[config.mk]
export PLATFORM = sky130hd
export DESIGN_NAME = mul_seq_ctrl
export DESIGN_NICKNAME = d
export VERILOG_FILES = /design/src/rtl/mul_seq_pkg.sv /design/src/rtl/mul_sign_fix.sv /design/src/rtl/mul_seq_ctrl.sv
export SDC_FILE = /design/constraint.sdc
export NUM_CORES = 1
export LEC_CHECK = 0
export CELL_PAD_IN_SITES_DETAIL_PLACEMENT = 1
export CELL_PAD_IN_SITES_GLOBAL_PLACEMENT = 1
export CORE_ASPECT_RATIO = 0.9
export CORE_MARGIN = 2
export CORE_UTILIZATION = 31
export DETAILED_ROUTE_END_ITERATION = 16
export PLACE_DENSITY_LB_ADDON = 0.08
export SYNTH_ARGS = -nofsm -noshare
export SYNTH_HDL_FRONTEND = slang
export SYNTH_SLANG_ARGS = --single-unit
[constraint.sdc]
create_clock -name clk -period 3.09 [get_ports clk]
set_input_delay 0.309 -clock clk [delete_from_list [all_inputs] [get_ports clk]]
set_output_delay 0.309 -clock clk [all_outputs]
set_load 0.005 [all_outputs]
[src/rtl/mul_seq_pkg.sv]
// Shared types for the RV64M multiply sequencing controller.
package mul_seq_pkg;

  localparam int OP_W = 3;

  typedef enum logic [OP_W-1:0] {
    MUL    = 3'd0,
    MULH   = 3'd1,
    MULHSU = 3'd2,
    MULHU  = 3'd3,
    MULW   = 3'd4
  } mul_op_e;

  typedef enum logic [1:0] {
    IDLE = 2'd0,
    CALC = 2'd1,
    DONE = 2'd2
  } mul_state_e;

  // Signedness class of an op; ops in the same class produce the same full product.
  typedef enum logic [1:0] {
    CLS_SS   = 2'd0,
    CLS_SU   = 2'd1,
    CLS_UU   = 2'd2,
    CLS_NONE = 2'd3
  } mul_cls_e;

  function automatic mul_cls_e op_class(input logic [OP_W-1:0] op);
    mul_cls_e cls;
    case (op)
      MUL, MULH: cls = CLS_SS;
      MULHSU:    cls = CLS_SU;
      MULHU:     cls = CLS_UU;
      default:   cls = CLS_NONE;
    endcase
    return cls;
  endfunction

endpackage

[src/rtl/mul_sign_fix.sv]
// Sign correction and result selection for the unsigned array product.
module mul_sign_fix
  import mul_seq_pkg::*;
#(
  parameter int XLEN = 64
) (
  input  logic [2*XLEN-1:0] prod,
  input  logic              neg,
  input  logic [OP_W-1:0]   op,
  output logic [XLEN-1:0]   result
);

  logic [2*XLEN-1:0] corr_prod;

  // Negate the full product when needed, then pick the half the op asks for.
  always_comb begin
    corr_prod = neg ? -prod : prod;
    result    = '0;
    case (op)
      MUL:                 result = corr_prod[XLEN-1:0];
      MULH, MULHSU, MULHU: result = corr_prod[2*XLEN-1:XLEN];
      MULW:                result = {{(XLEN-32){corr_prod[31]}}, corr_prod[31:0]};
      default:             result = '0;
    endcase
  end

endmodule

[src/rtl/mul_seq_ctrl.sv]
// Sequencing controller for the shared XLEN x XLEN multicycle multiplier array.
// Optional feature: define MUL_SEQ_FUSE_EN to keep the last full product and
// answer a repeated MUL/MULH/MULHSU/MULHU on the same operands without CALC.
module mul_seq_ctrl
  import mul_seq_pkg::*;
#(
  parameter int XLEN        = 64,
  parameter int MUL_LATENCY = 2,
  parameter int TAG_W       = 5
) (
  input  logic              clk,
  input  logic              rst,
  input  logic              flush,
  input  logic              req_valid,
  output logic              req_ready,
  input  logic [OP_W-1:0]   req_op,
  input  logic [XLEN-1:0]   req_rs1,
  input  logic [XLEN-1:0]   req_rs2,
  input  logic [TAG_W-1:0]  req_tag,
  output logic [XLEN-1:0]   mul_a,
  output logic [XLEN-1:0]   mul_b,
  input  logic [2*XLEN-1:0] mul_p,
  output logic              resp_valid,
  input  logic              resp_ready,
  output logic [XLEN-1:0]   resp_data,
  output logic [TAG_W-1:0]  resp_tag
);

  localparam logic [3:0] CNT_INIT = 4'(MUL_LATENCY - 1);

  mul_state_e        state_q, state_d;
  logic [3:0]        cnt_q, cnt_d;
  logic [OP_W-1:0]   op_q, op_d;
  logic [TAG_W-1:0]  tag_q, tag_d;
  logic [XLEN-1:0]   mul_a_q, mul_a_d;
  logic [XLEN-1:0]   mul_b_q, mul_b_d;
  logic [XLEN-1:0]   resp_data_q, resp_data_d;
  logic              neg_q, neg_d;

  logic [XLEN-1:0]   opnd_a, opnd_b, mag_a, mag_b;
  logic              sign_a, sign_b, neg_in;

  logic [2*XLEN-1:0] fix_prod;
  logic              fix_neg;
  logic [OP_W-1:0]   fix_op;
  logic [XLEN-1:0]   fix_result;

`ifdef MUL_SEQ_FUSE_EN
  logic              keep_valid_q, keep_valid_d;
  logic [2*XLEN-1:0] keep_p_q, keep_p_d;
  logic [XLEN-1:0]   keep_rs1_q, keep_rs1_d;
  logic [XLEN-1:0]   keep_rs2_q, keep_rs2_d;
  mul_cls_e          keep_cls_q, keep_cls_d;
  logic [XLEN-1:0]   rs1_q, rs1_d;
  logic [XLEN-1:0]   rs2_q, rs2_d;
  mul_cls_e          req_cls;
  logic              fuse_hit;
`endif

  // Pick operand views and signedness per op, then form magnitudes and the negate flag.
  always_comb begin
    opnd_a = req_rs1;
    opnd_b = req_rs2;
    sign_a = 1'b0;
    sign_b = 1'b0;
    case (req_op)
      MUL, MULH: begin
        sign_a = req_rs1[XLEN-1];
        sign_b = req_rs2[XLEN-1];
      end
      MULHSU: sign_a = req_rs1[XLEN-1];
      MULW: begin
        opnd_a = {{(XLEN-32){req_rs1[31]}}, req_rs1[31:0]};
        opnd_b = {{(XLEN-32){req_rs2[31]}}, req_rs2[31:0]};
        sign_a = req_rs1[31];
        sign_b = req_rs2[31];
      end
      default: ;
    endcase
    mag_a  = sign_a ? -opnd_a : opnd_a;
    mag_b  = sign_b ? -opnd_b : opnd_b;
    neg_in = (sign_a ^ sign_b) && (opnd_a != '0) && (opnd_b != '0);
  end

`ifdef MUL_SEQ_FUSE_EN
  // A repeat of the kept operands in the same signedness class can reuse the kept product.
  always_comb begin
    req_cls  = op_class(req_op);
    fuse_hit = keep_valid_q && (req_cls != CLS_NONE) && (req_cls == keep_cls_q) &&
               (req_rs1 == keep_rs1_q) && (req_rs2 == keep_rs2_q);
  end
`endif

  // Feed the correction unit from the live array, or from the kept product on a fused hit.
  always_comb begin
    fix_prod = mul_p;
    fix_neg  = neg_q;
    fix_op   = op_q;
`ifdef MUL_SEQ_FUSE_EN
    if (state_q == IDLE) begin
      fix_prod = keep_p_q;
      fix_neg  = 1'b0;
      fix_op   = req_op;
    end
`endif
  end

  mul_sign_fix #(
    .XLEN (XLEN)
  ) u_sign_fix (
    .prod   (fix_prod),
    .neg    (fix_neg),
    .op     (fix_op),
    .result (fix_result)
  );

  // Next-state logic: accept in IDLE, hold the array through CALC, present the result in DONE.
  always_comb begin
    state_d     = state_q;
    cnt_d       = cnt_q;
    op_d        = op_q;
    tag_d       = tag_q;
    mul_a_d     = mul_a_q;
    mul_b_d     = mul_b_q;
    neg_d       = neg_q;
    resp_data_d = resp_data_q;
`ifdef MUL_SEQ_FUSE_EN
    keep_valid_d = keep_valid_q;
    keep_p_d     = keep_p_q;
    keep_rs1_d   = keep_rs1_q;
    keep_rs2_d   = keep_rs2_q;
    keep_cls_d   = keep_cls_q;
    rs1_d        = rs1_q;
    rs2_d        = rs2_q;
`endif
    req_ready  = (state_q == IDLE);
    resp_valid = (state_q == DONE);

    case (state_q)
      IDLE: begin
        if (!flush && req_valid) begin
          op_d  = req_op;
          tag_d = req_tag;
`ifdef MUL_SEQ_FUSE_EN
          rs1_d = req_rs1;
          rs2_d = req_rs2;
          if (req_op == MULW) keep_valid_d = 1'b0;
          if (fuse_hit) begin
            resp_data_d = fix_result;
            state_d     = DONE;
          end else begin
            mul_a_d = mag_a;
            mul_b_d = mag_b;
            neg_d   = neg_in;
            cnt_d   = CNT_INIT;
            state_d = CALC;
          end
`else
          mul_a_d = mag_a;
          mul_b_d = mag_b;
          neg_d   = neg_in;
          cnt_d   = CNT_INIT;
          state_d = CALC;
`endif
        end
      end
      CALC: begin
        if (flush) begin
          state_d = IDLE;
        end else if (cnt_q == '0) begin
          resp_data_d = fix_result;
          state_d     = DONE;
`ifdef MUL_SEQ_FUSE_EN
          keep_cls_d   = op_class(op_q);
          keep_valid_d = (op_class(op_q) != CLS_NONE);
          keep_p_d     = neg_q ? -mul_p : mul_p;
          keep_rs1_d   = rs1_q;
          keep_rs2_d   = rs2_q;
`endif
        end else begin
          cnt_d = cnt_q - 4'd1;
        end
      end
      DONE: begin
        if (flush || resp_ready) state_d = IDLE;
      end
      default: state_d = IDLE;
    endcase

`ifdef MUL_SEQ_FUSE_EN
    if (flush) keep_valid_d = 1'b0;
`endif
  end

  // State and datapath registers with synchronous reset.
  always_ff @(posedge clk) begin
    if (rst) begin
      state_q     <= IDLE;
      cnt_q       <= '0;
      op_q        <= '0;
      tag_q       <= '0;
      mul_a_q     <= '0;
      mul_b_q     <= '0;
      neg_q       <= 1'b0;
      resp_data_q <= '0;
`ifdef MUL_SEQ_FUSE_EN
      keep_valid_q <= 1'b0;
      keep_p_q     <= '0;
      keep_rs1_q   <= '0;
      keep_rs2_q   <= '0;
      keep_cls_q   <= CLS_NONE;
      rs1_q        <= '0;
      rs2_q        <= '0;
`endif
    end else begin
      state_q     <= state_d;
      cnt_q       <= cnt_d;
      op_q        <= op_d;
      tag_q       <= tag_d;
      mul_a_q     <= mul_a_d;
      mul_b_q     <= mul_b_d;
      neg_q       <= neg_d;
      resp_data_q <= resp_data_d;
`ifdef MUL_SEQ_FUSE_EN
      keep_valid_q <= keep_valid_d;
      keep_p_q     <= keep_p_d;
      keep_rs1_q   <= keep_rs1_d;
      keep_rs2_q   <= keep_rs2_d;
      keep_cls_q   <= keep_cls_d;
      rs1_q        <= rs1_d;
      rs2_q        <= rs2_d;
`endif
    end
  end

  assign mul_a     = mul_a_q;
  assign mul_b     = mul_b_q;
  assign resp_data = resp_data_q;
  assign resp_tag  = tag_q;

endmodule
==> flow_summary.ini <==
[cts]
cts_max_path_buffers = 3
clkTransAtPathRegs_ns = 0.07
cts_setup_buffers = 0
cts_buffers = 28
cts_tree = yes
h-tree-depth = 1
clock-sinks = 207
clk-insertion-delay-late_ns = 0.61
cts-root-buf = clkbuf_16

[finish]
n_fill_cell = 6163
drive_above_1_share_pct = 20.7
area_growth_pct = 64.5
seqCellArea_um2 = 4150
final_cell_mix = 516 x buf_4, 465 x clkdlybuf4s50_1, 220 x nand2_1, 208 x nor2_1, 206 x dfxtp_1
final_nets = 3289
final_common_cell = buf_4
multi_input_area_um2 = 10900
final_core_util_pct = 51.3

[route]
drc_errors = 0
first_pass_iters = 6
routed-via-count = 22200
wl_per_cell_um = 27.3
drtAntennaViolNets = 0
wl_mm = 101
viasPerCell = 5.98
drtIter0Drc = 2097

[grt]
grt_max_degree = 94
overflow = 0
grt_pass1_vias = 22400
antenna_found_initial = 5
grt_pass1_wl_mm = 148
track_usage_pct = 37.4

[synthesis]
synth_fp_nets = 2428
synthDominantCellAreaShare_pct = 26.5
synth_top_area_cell = dfxtp_1
synth.area.top_cells = dfxtp_1 26%, a21oi_1 6.2%, xor2_1 5.7%
synth_seq_area_share_pct = 26.5
postSynthCellCount = 2154
synthFlopType = dfxtp_1
synth-seq-cells = 207
async_flop_share_pct = 0
syn_area_um2 = 15600
avgSynthCellArea_um2 = 7.26
synth-edff-count = 0
yosysUniqueCellTypes = 74
yosysWarnings = 0

[pwr]
vdd_drop_max_v = 0.000449
p_leak_nw = 9.22
seq_power_share_pct = 31.5
switchingPower_mw = 2.96
power.internal_mw = 6.31
power_density_nw_per_um2 = 360
p_comb_share_pct = 28.6
switching_share_pct = 31.9
pwr-share-clk_pct = 39.8

[sta]
holdWs_ns = 0.193
maxClockFrequency_ghz = 0.320
fin_ws_ns = -0.0313
slew_viol_final = 0
finalSetupViolCount = 1
slew_headroom_pct = 33.0
hold_viol = 0
tightestPinTransition_ns = 1.00
grt_setup_unrepaired = no
min_period_ns = 3.12
min_period_over_period_pct = 101
skew_ns = 0.0141

[hold_path]
hold_class = in -> reg
hold_start = rst

[floorplanning]
core_um2 = 50200
die_area_um2 = 52300
die_w_um = 241
ios = 468
initial_core_util_pct = 31.2
chipHeight_um = 217
rows = 78

[setup_path]
r2r_start = cnt_q[0]
cp.required_ns = 3.56
startpoint = mul_p[69]
setup.worst_path.start_class = input port
endpoint_kind = flip-flop
path_max_fanout = 6
critical_path_class = in -> reg
arrival_ns = 3.60

[run_status]
outcome = finished with violations
violations = negative setup slack

[run]
cap_violations = 0

[place]
gp_congestion = 1.08
dp_hpwl_mm = 79.9
port_buffers = 467
power groups by stage:
stage          registers (mW)  clock network, mW  logic [mW]
2_1_floorplan            2.96                  0       0.954
3_3_place_gp             2.97                  0        2.54
3_5_place_dp             2.98                  0        2.58
4_1_cts                  2.92               3.75        2.61
5_1_grt                  2.93               3.83        2.80
6_report                 2.92               3.69        2.65
area by class of cell:
type / count / area share [%]
antenna: 2 / 0.0194
sequential: 207 / 16.1
timing repair buffer: 992 / 33.9
clock inverter: 12 / 0.938
tap: 680 / 3.31
multi-input combinational: 1764 / 42.4
clock buffer: 39 / 3.00
inverter: 22 / 0.321
worst paths after layout:
| path | endpoint | slack (ns) | cells past startpoint |
|---|---|---|---|
| worst max-delay path | resp_data[45] | -0.03 | 10 |
| worst min-delay path | resp_data[48] | 0.19 | 2 |
| worst max register to register | resp_data[10] | 0.73 | 10 |
| worst min register to register | mul_a[62] | 0.45 | 2 |
Yosys cell counts, types with 19 or more instances:
library cell    n
nand2_1       221
nor2_1        210
dfxtp_1       207
a21oi_1       194
clkbuf_1      135
o21ai_0       121
xor2_1        101
xnor2_1        91
nor3_1         87
nor4_1         83
a211oi_1       65
or3_1          58
o31ai_1        55
or4_1          46
nand3_1        36
o41ai_1        35
a31oi_1        33
nand4_1        33
a22oi_1        29
inv_1          22
buf_1          21
o22ai_1        19
worst max-delay path: stages:
cell             delay [ns]
clkdlybuf4s50_1        0.52
or4_4                  0.59
or3_4                  0.34
or3_1                  0.35
buf_4                  0.19
o41ai_1                0.68
buf_4                  0.23
a21oi_1                0.06
o21ai_0                0.19
o211ai_1               0.13
stage by stage:
step	cell area (um2)	power, mW	TNS [ns]	worst slack [ns]	std cells
after floorplan	15600	3.91	-0.0324	-0.0324	2154
after global placement	24700	5.51	-21.53	-0.613	3665
after detailed placement	24700	5.56	-22.32	-0.604	3665
after CTS	25700	9.27	0	0.0116	3716
after global routing	25700	9.56	0	0.0201	3716
final	25700	9.27	-0.0313	-0.0313	3718
per-layer routing:
metal | wire length, um | part of all wire [%] | vias to the layer above | track usage, %
li1 | - | - | 9819 | -
met1 | 42900 | 42 | 11000 | 50.2
met2 | 45000 | 44 | 1187 | 59.1
met3 | 9050 | 8.9 | 237 | 7.19
met4 | 4390 | 4.3 | 6 | 14.3
met5 | 42 | 0.041 | - | 0
flip-flops by register name, indices dropped and copies added (netlist names):
signal / count
fix_op: 3
fix_neg: 1
mul_a: 64
resp_tag: 5
resp_data: 64
mul_b: 64
cnt_q: 4
state_q: 2
timing repair:
| action | 4_1_cts | 5_1_grt |
|---|---|---|
| resized for setup | 0 | 8 |
| endpoints found under the setup margin | 0 | 9 |
| hold buffers | 0 | 0 |
kinds of logic (layout without fill, tap and decap cells):
family | count (synthesis) | in the layout | share of synthesized area, %
multiplexers | 26 | 26 | 1.74
other | 0 | 2 | 0
AND/OR/NAND/NOR | 875 | 875 | 28.4
AO/OA/AOI/OAI | 666 | 666 | 27.6
buffers and inverters | 183 | 1065 | 4.55
XOR/XNOR | 192 | 192 | 10.8
adder cells (fa/ha/maj) | 5 | 5 | 0.400
flip-flops | 207 | 207 | 26.5
No activity file was read; power rests on OpenSTA's default activity.
